File: config.mk
export PLATFORM = sky130hd
export DESIGN_NAME = inv_sqrt_sched
export DESIGN_NICKNAME = d
export VERILOG_FILES = /design/src/rtl/inv_sqrt_sched_pkg.sv /design/src/rtl/rr_arbiter.sv /design/src/rtl/inv_sqrt_sched.sv
export SDC_FILE = /design/constraint.sdc
export NUM_CORES = 1
export LEC_CHECK = 0
export ABC_AREA = 1
export BUFFER_PORTS_ARGS = -buffer_cell sky130_fd_sc_hd__buf_2
export CAP_MARGIN = 20
export CORE_MARGIN = 1.5
export CORE_UTILIZATION = 43
export DETAILED_ROUTE_END_ITERATION = 8
export GPL_ROUTABILITY_DRIVEN = 0
export PLACE_DENSITY = 0.87
export SETUP_SLACK_MARGIN = 0.02
export SLEW_MARGIN = 10
export SYNTH_ARGS = -nofsm -noshare
export SYNTH_HDL_FRONTEND = slang
export SYNTH_SLANG_ARGS = --single-unit
File: constraint.sdc
create_clock -name clk -period 2.3 [get_ports clk]
set_clock_uncertainty 0.15 [all_clocks]
set_input_delay 0.46 -clock clk [delete_from_list [all_inputs] [get_ports clk]]
set_output_delay 0.46 -clock clk [all_outputs]
set_load 0.05 [all_outputs]
File: src/rtl/inv_sqrt_sched_pkg.sv
// rtl/inv_sqrt_sched_pkg.sv - shared types and constants for the inverse-sqrt scheduler
package inv_sqrt_sched_pkg;

  localparam int FP16_W = 16;
  localparam int OFUF_W = 2;

  localparam logic [FP16_W-1:0] FP16_QNAN = 16'h7E00;

  typedef enum logic [2:0] {
    IDLE,
    START,
    SETTLE,
    WAIT,
    RESP
  } state_t;

endpackage

File: src/rtl/rr_arbiter.sv
// rtl/rr_arbiter.sv - combinational round-robin arbiter; search starts one past ptr
module rr_arbiter #(
  parameter int N     = 4,
  parameter int IDX_W = $clog2(N)
) (
  input  logic [N-1:0]     req,
  input  logic [IDX_W-1:0] ptr,
  output logic [N-1:0]     grant,
  output logic [IDX_W-1:0] idx
);

  always_comb begin
    logic [IDX_W-1:0] c;
    logic             found;
    grant = '0;
    idx   = '0;
    found = 1'b0;
    c     = '0;
    // k = N wraps back to ptr itself, so the last winner is lowest priority.
    for (int k = 1; k <= N; k++) begin
      c = IDX_W'((int'(ptr) + k) % N);
      if (!found && req[c]) begin
        found    = 1'b1;
        grant[c] = 1'b1;
        idx      = c;
      end
    end
  end

endmodule

File: src/rtl/inv_sqrt_sched.sv
// rtl/inv_sqrt_sched.sv - shares one iterative FP16 inverse-sqrt unit between NUM_REQ requesters
module inv_sqrt_sched
  import inv_sqrt_sched_pkg::*;
#(
  parameter int NUM_REQ = 4,
  parameter int TIMEOUT = 64,
  parameter int ID_W    = $clog2(NUM_REQ)
) (
  input  logic                      clk,
  input  logic                      reset_n,
  input  logic [NUM_REQ-1:0]        req_valid,
  input  logic [FP16_W*NUM_REQ-1:0] req_data,
  output logic [NUM_REQ-1:0]        req_ready,
  output logic                      resp_valid,
  input  logic                      resp_ready,
  output logic [ID_W-1:0]           resp_id,
  output logic [FP16_W-1:0]         resp_data,
  output logic [OFUF_W-1:0]         resp_ofuf,
  output logic                      resp_err,
  output logic                      busy,
  output logic [FP16_W-1:0]         unit_xin,
  output logic                      unit_start,
  input  logic                      unit_done,
  input  logic [FP16_W-1:0]         unit_result,
  input  logic [OFUF_W-1:0]         unit_ofuf
);

  localparam int              CNT_W    = $clog2(TIMEOUT);
  localparam logic [CNT_W-1:0] CNT_LAST = CNT_W'(TIMEOUT - 1);

  state_t             state;
  logic [ID_W-1:0]    ptr;
  logic [ID_W-1:0]    grant_idx;
  logic [NUM_REQ-1:0] grant;
  logic [CNT_W-1:0]   cnt;
  logic               accept;
  logic [FP16_W-1:0]  req_word [NUM_REQ];

  for (genvar i = 0; i < NUM_REQ; i++) begin : g_unpack
    assign req_word[i] = req_data[i*FP16_W +: FP16_W];
  end

  rr_arbiter #(
    .N     (NUM_REQ),
    .IDX_W (ID_W)
  ) u_arb (
    .req   (req_valid),
    .ptr   (ptr),
    .grant (grant),
    .idx   (grant_idx)
  );

  // reset_n in the gate keeps req_ready low while reset is held, even with requests pending.
  assign req_ready = (state == IDLE && reset_n) ? grant : '0;
  assign accept    = |req_ready;

  always_ff @(posedge clk or negedge reset_n) begin
    if (!reset_n) begin
      state      <= IDLE;
      ptr        <= ID_W'(NUM_REQ - 1);
      cnt        <= '0;
      resp_valid <= 1'b0;
      resp_id    <= '0;
      resp_data  <= '0;
      resp_ofuf  <= '0;
      resp_err   <= 1'b0;
      busy       <= 1'b0;
      unit_xin   <= '0;
      unit_start <= 1'b0;
    end else begin
      unit_start <= 1'b0;
      case (state)
        IDLE: begin
          if (accept) begin
            unit_xin   <= req_word[grant_idx];
            resp_id    <= grant_idx;
            ptr        <= grant_idx;
            unit_start <= 1'b1;
            busy       <= 1'b1;
            state      <= START;
          end
        end
        START: begin
          state <= SETTLE;
        end
        SETTLE: begin
          // unit_done may still be high from the previous operation here.
          cnt   <= '0;
          state <= WAIT;
        end
        WAIT: begin
          if (unit_done) begin
            resp_data  <= unit_result;
            resp_ofuf  <= unit_ofuf;
            resp_err   <= 1'b0;
            resp_valid <= 1'b1;
            state      <= RESP;
          end else if (cnt == CNT_LAST) begin
            resp_data  <= FP16_QNAN;
            resp_ofuf  <= '0;
            resp_err   <= 1'b1;
            resp_valid <= 1'b1;
            state      <= RESP;
          end else begin
            cnt <= cnt + 1'b1;
          end
        end
        RESP: begin
          if (resp_ready) begin
            resp_valid <= 1'b0;
            busy       <= 1'b0;
            state      <= IDLE;
          end
        end
        default: begin
          state <= IDLE;
        end
      endcase
    end
  end

endmodule
==> metrics.md <==
| Metric | Value |
|---|---|
| Final-stage net count | ~650 |
| Max Cap Viol | 0 |
| Ys Warns | 0 |
| Hold_buf cts | 0 |
| Ranking of synthesized cells by area | dfrtp_1 (41%), nand2_1 (17%), nand3_1 (12%) |
| Top FF cell, synth | dfrtp_1 |
| CTS tree | built |
| Setup violators final | 27 |
| Pins Over Slew Limit | 0 |
| Top-count cell post-synth | nand2_1 |
| Area delta synth->final | 48.9% |
| N_diodes | 0 |
| I/O pins | about 130 |
| Layout cells sized above 1 | a little under half |
| Register area | between 0.001 and 0.0015 mm2 |
| R2R depth | 17 |
| Synthesized instance count | approximately 380 |
| Largest net degree at the start of global routing | 52 |
| Footprint of the multi-input gates | between 0.0015 and 0.002 mm2 |
| Vias | ~3.2k |
| 1st-pass router iterations | 4 |
| Drt wl/cell | approximately 14 um |
| Clock Path Buffers | 2 |
| Final hold viol count | 0 |
| Initial antenna violation count | 0 |
| Post-route ant nets | 0 |
| Number of synthesized flops with an enable pin | 0 |
| Post-synthesis net count | between 400 and 500 |
| Tmin final | around 2800 ps |
| CTS buffer count | 5 |
| Die Span Y | between 80 and 90 um |
| Starting density of the core | 44.0% |
| Core Area | a little under 0.007 mm2 |
| CP endpoint kind | output pin |
| Area after DPL | ~0.0039 mm2 |
| Required time of the worst setup path | 1690 ps |
| Ys async rst share | 100% |
| GRT Resource Usage Total | between 20% and 30% |
| Synth area leader | dfrtp_1 |
| Non-Filler Cell Area, Final | between 0.004 and 0.005 mm2 |
| WL final | between 8000 and 9000 um |
| Htree depth | 2 |
| Period utilization | 121% |
| Chip width | 86.2 um |
| Worst Path Arrival | roughly 2200 ps |
| Failing checks | negative setup slack |
| Mean Syn Cell Area | 7.89 um2 |
| CP Max Fanout | 7 |
| Synthesized cell area | 0.00297 mm2 |
| Slew @ Worst Pin | 637 ps |
| Fill count | 574 |
| F_max | roughly 360 MHz |
| Total grt overflow | 0 |
| Register area share after synthesis | roughly 43% |
| CP Class | flip-flop to output pin |
| RR Startpoint | ptr[1]$_DFFE_PN1P_ |
| Hold Path Class | input pin to asynchronous set/reset pin |
| Yosys cell types | 35 |
| Hpwl dp | 6120 um |
| Worst-path clk slew | 100 ps |
| Worst skew pair latency | 300 ps |
| Vias per inst | 5.15 |
| Critical path startpoint category | flip-flop |
| Share of the synthesized area in the top cell type | 41.2% |
| DRC viols | 0 |
| Status | finished with violations |
| Slew Limit Headroom | a little under three fifths |
| Global-route wire length before repair | about 14000 um |
| Sinks on the clock net | between 50 and 60 |
| Most instantiated cells after synthesis | nand2_1 (134), nand3_1 (72), dfrtp_1 (49) |
| Vias in the first global route | slightly above 3k |
| Die area | between 0.007 and 0.008 mm2 |
| Clock Root Buffer | clkbuf_8 |
| # port buffers | roughly 130 |
| Initial DRC count | 185 |
| # rows | 30 |
| #FFs+latches synth | 51 |
| Capture point of the worst reg-to-reg path | unit_xin[15]$_DFFE_PN0P_ |
| RSZ-0062 raised after global routing | yes |
| R2R Setup Slk | -440 ps |
| Worst setup margin | -475 ps |
worst max-delay path, stage by stage, from the launching register on:
cell,delay (ps)
dfstp_2,550
inv_2,50
buf_4,160
nand2_1,80
nand3_1,110
nand2_4,120
inv_2,50
nor2_4,190
nand3_2,130
nand3_2,110
nand2_2,80
clkinvlp_4,90
buf_8,140
flip-flops by register name, summed over array words and instances, names as in the netlist:
| name | flops |
|---|---|
| resp_data | 16 |
| resp_err | 1 |
| state | 3 |
| unit_xin | 16 |
| ptr | 2 |
| resp_valid | 1 |
| resp_ofuf | 2 |
| unit_start | 1 |
| busy | 1 |
| resp_id | 2 |
| cnt | 6 |
final cells by class:
cell class / count / share of cell area [%]
multi-input cells: 286 / 37.4
flip-flops and latches: 51 / 28.9
repair buffers: 174 / 25.5
clock inverters: 3 / 0.650
repair inverters: 3 / 0.763
well taps: 80 / 2.26
clock buffers: 5 / 1.55
inverters: 26 / 2.99
layout by cell type, fill, tap and decap left out, types with 2 or more instances in the layout:
cell type | Yosys | final
buf_2 | 5 | 129
nand2_1 | 134 | 124
nand3_1 | 72 | 55
dfrtp_1 | 49 | 49
buf_4 | 2 | 29
nand3_2 | 1 | 18
nand2_2 | 7 | 14
inv_1 | 19 | 13
a22o_1 | 12 | 12
nor2_1 | 10 | 10
ha_1 | 9 | 8
o22a_1 | 6 | 6
buf_8 | 1 | 6
inv_2 | 5 | 5
nor2_4 | 4 | 5
clkbuf_8 | 0 | 5
buf_12 | 0 | 5
clkinvlp_4 | 0 | 4
o21ai_2 | 3 | 4
inv_8 | 0 | 4
buf_6 | 4 | 4
nand2_4 | 1 | 3
inv_4 | 2 | 3
a21oi_2 | 0 | 3
nor3_1 | 3 | 3
a21boi_0 | 3 | 2
a21oi_1 | 5 | 2
a211oi_1 | 2 | 2
o21ai_0 | 4 | 2
clkinv_4 | 0 | 2
dfstp_2 | 2 | 2
per-layer routing:
metal  GRT usage [%]  vias to the layer above  share of wire [%]
met5               0                        -                  0
met4            7.77                        0                3.0
met3            4.14                       26                5.3
met2            44.9                      146                 52
met1            27.4                     1478                 40
li1                -                     1585                  -
logic make-up after synthesis:
group | synth area share, %
compound gates | 9.21
xor+xnor | 0.295
fa+ha+maj | 3.79
buf+inv | 7.07
flops | 43.0
simple gates | 36.6
how the worst max path moves through the flow:
stage                     cells after the start                      to  slack [ps]                from
after CTS                                    11            req_ready[2]        -370  ptr[1]$_DFFE_PN1P_
after detailed placement                     15  resp_id[0]$_DFFE_PN0P_        -270  ptr[1]$_DFFE_PN1P_
final                                        12            req_ready[3]        -480  ptr[0]$_DFFE_PN1P_
after floorplan                              10            req_ready[0]        -210  ptr[1]$_DFFE_PN1P_
after global placement                       15  resp_id[0]$_DFFE_PN0P_        -170  ptr[1]$_DFFE_PN1P_
after global routing                         12            req_ready[3]        -540  ptr[0]$_DFFE_PN1P_
stage by stage:
stage	utilization, %	setup TNS [ps]	setup slack (ps)	instances	hold slack (ps)
detailed placement	57.5	-5880	-265	603	311
global route	65.6	-12130	-543	628	177
CTS	63.4	-7470	-372	622	143
finish	65.6	-10010	-475	628	115
global placement	57.5	-3500	-171	603	312
floorplan	-	-2700	-208	377	14.4
timing repair:
| item | in CTS | in global routing |
|---|---|---|
| pin swaps | 13 | 9 |
| cloned | 4 | 0 |
| buffers inserted | 7 | 6 |
| gates resized for setup | 51 | 24 |
| endpoints found under the hold margin | 0 | 0 |
| setup endpoints to repair | 27 | 28 |
Power is not shown: default switching activity piles up to over one toggle a cycle in this logic, so the estimate is an artifact.
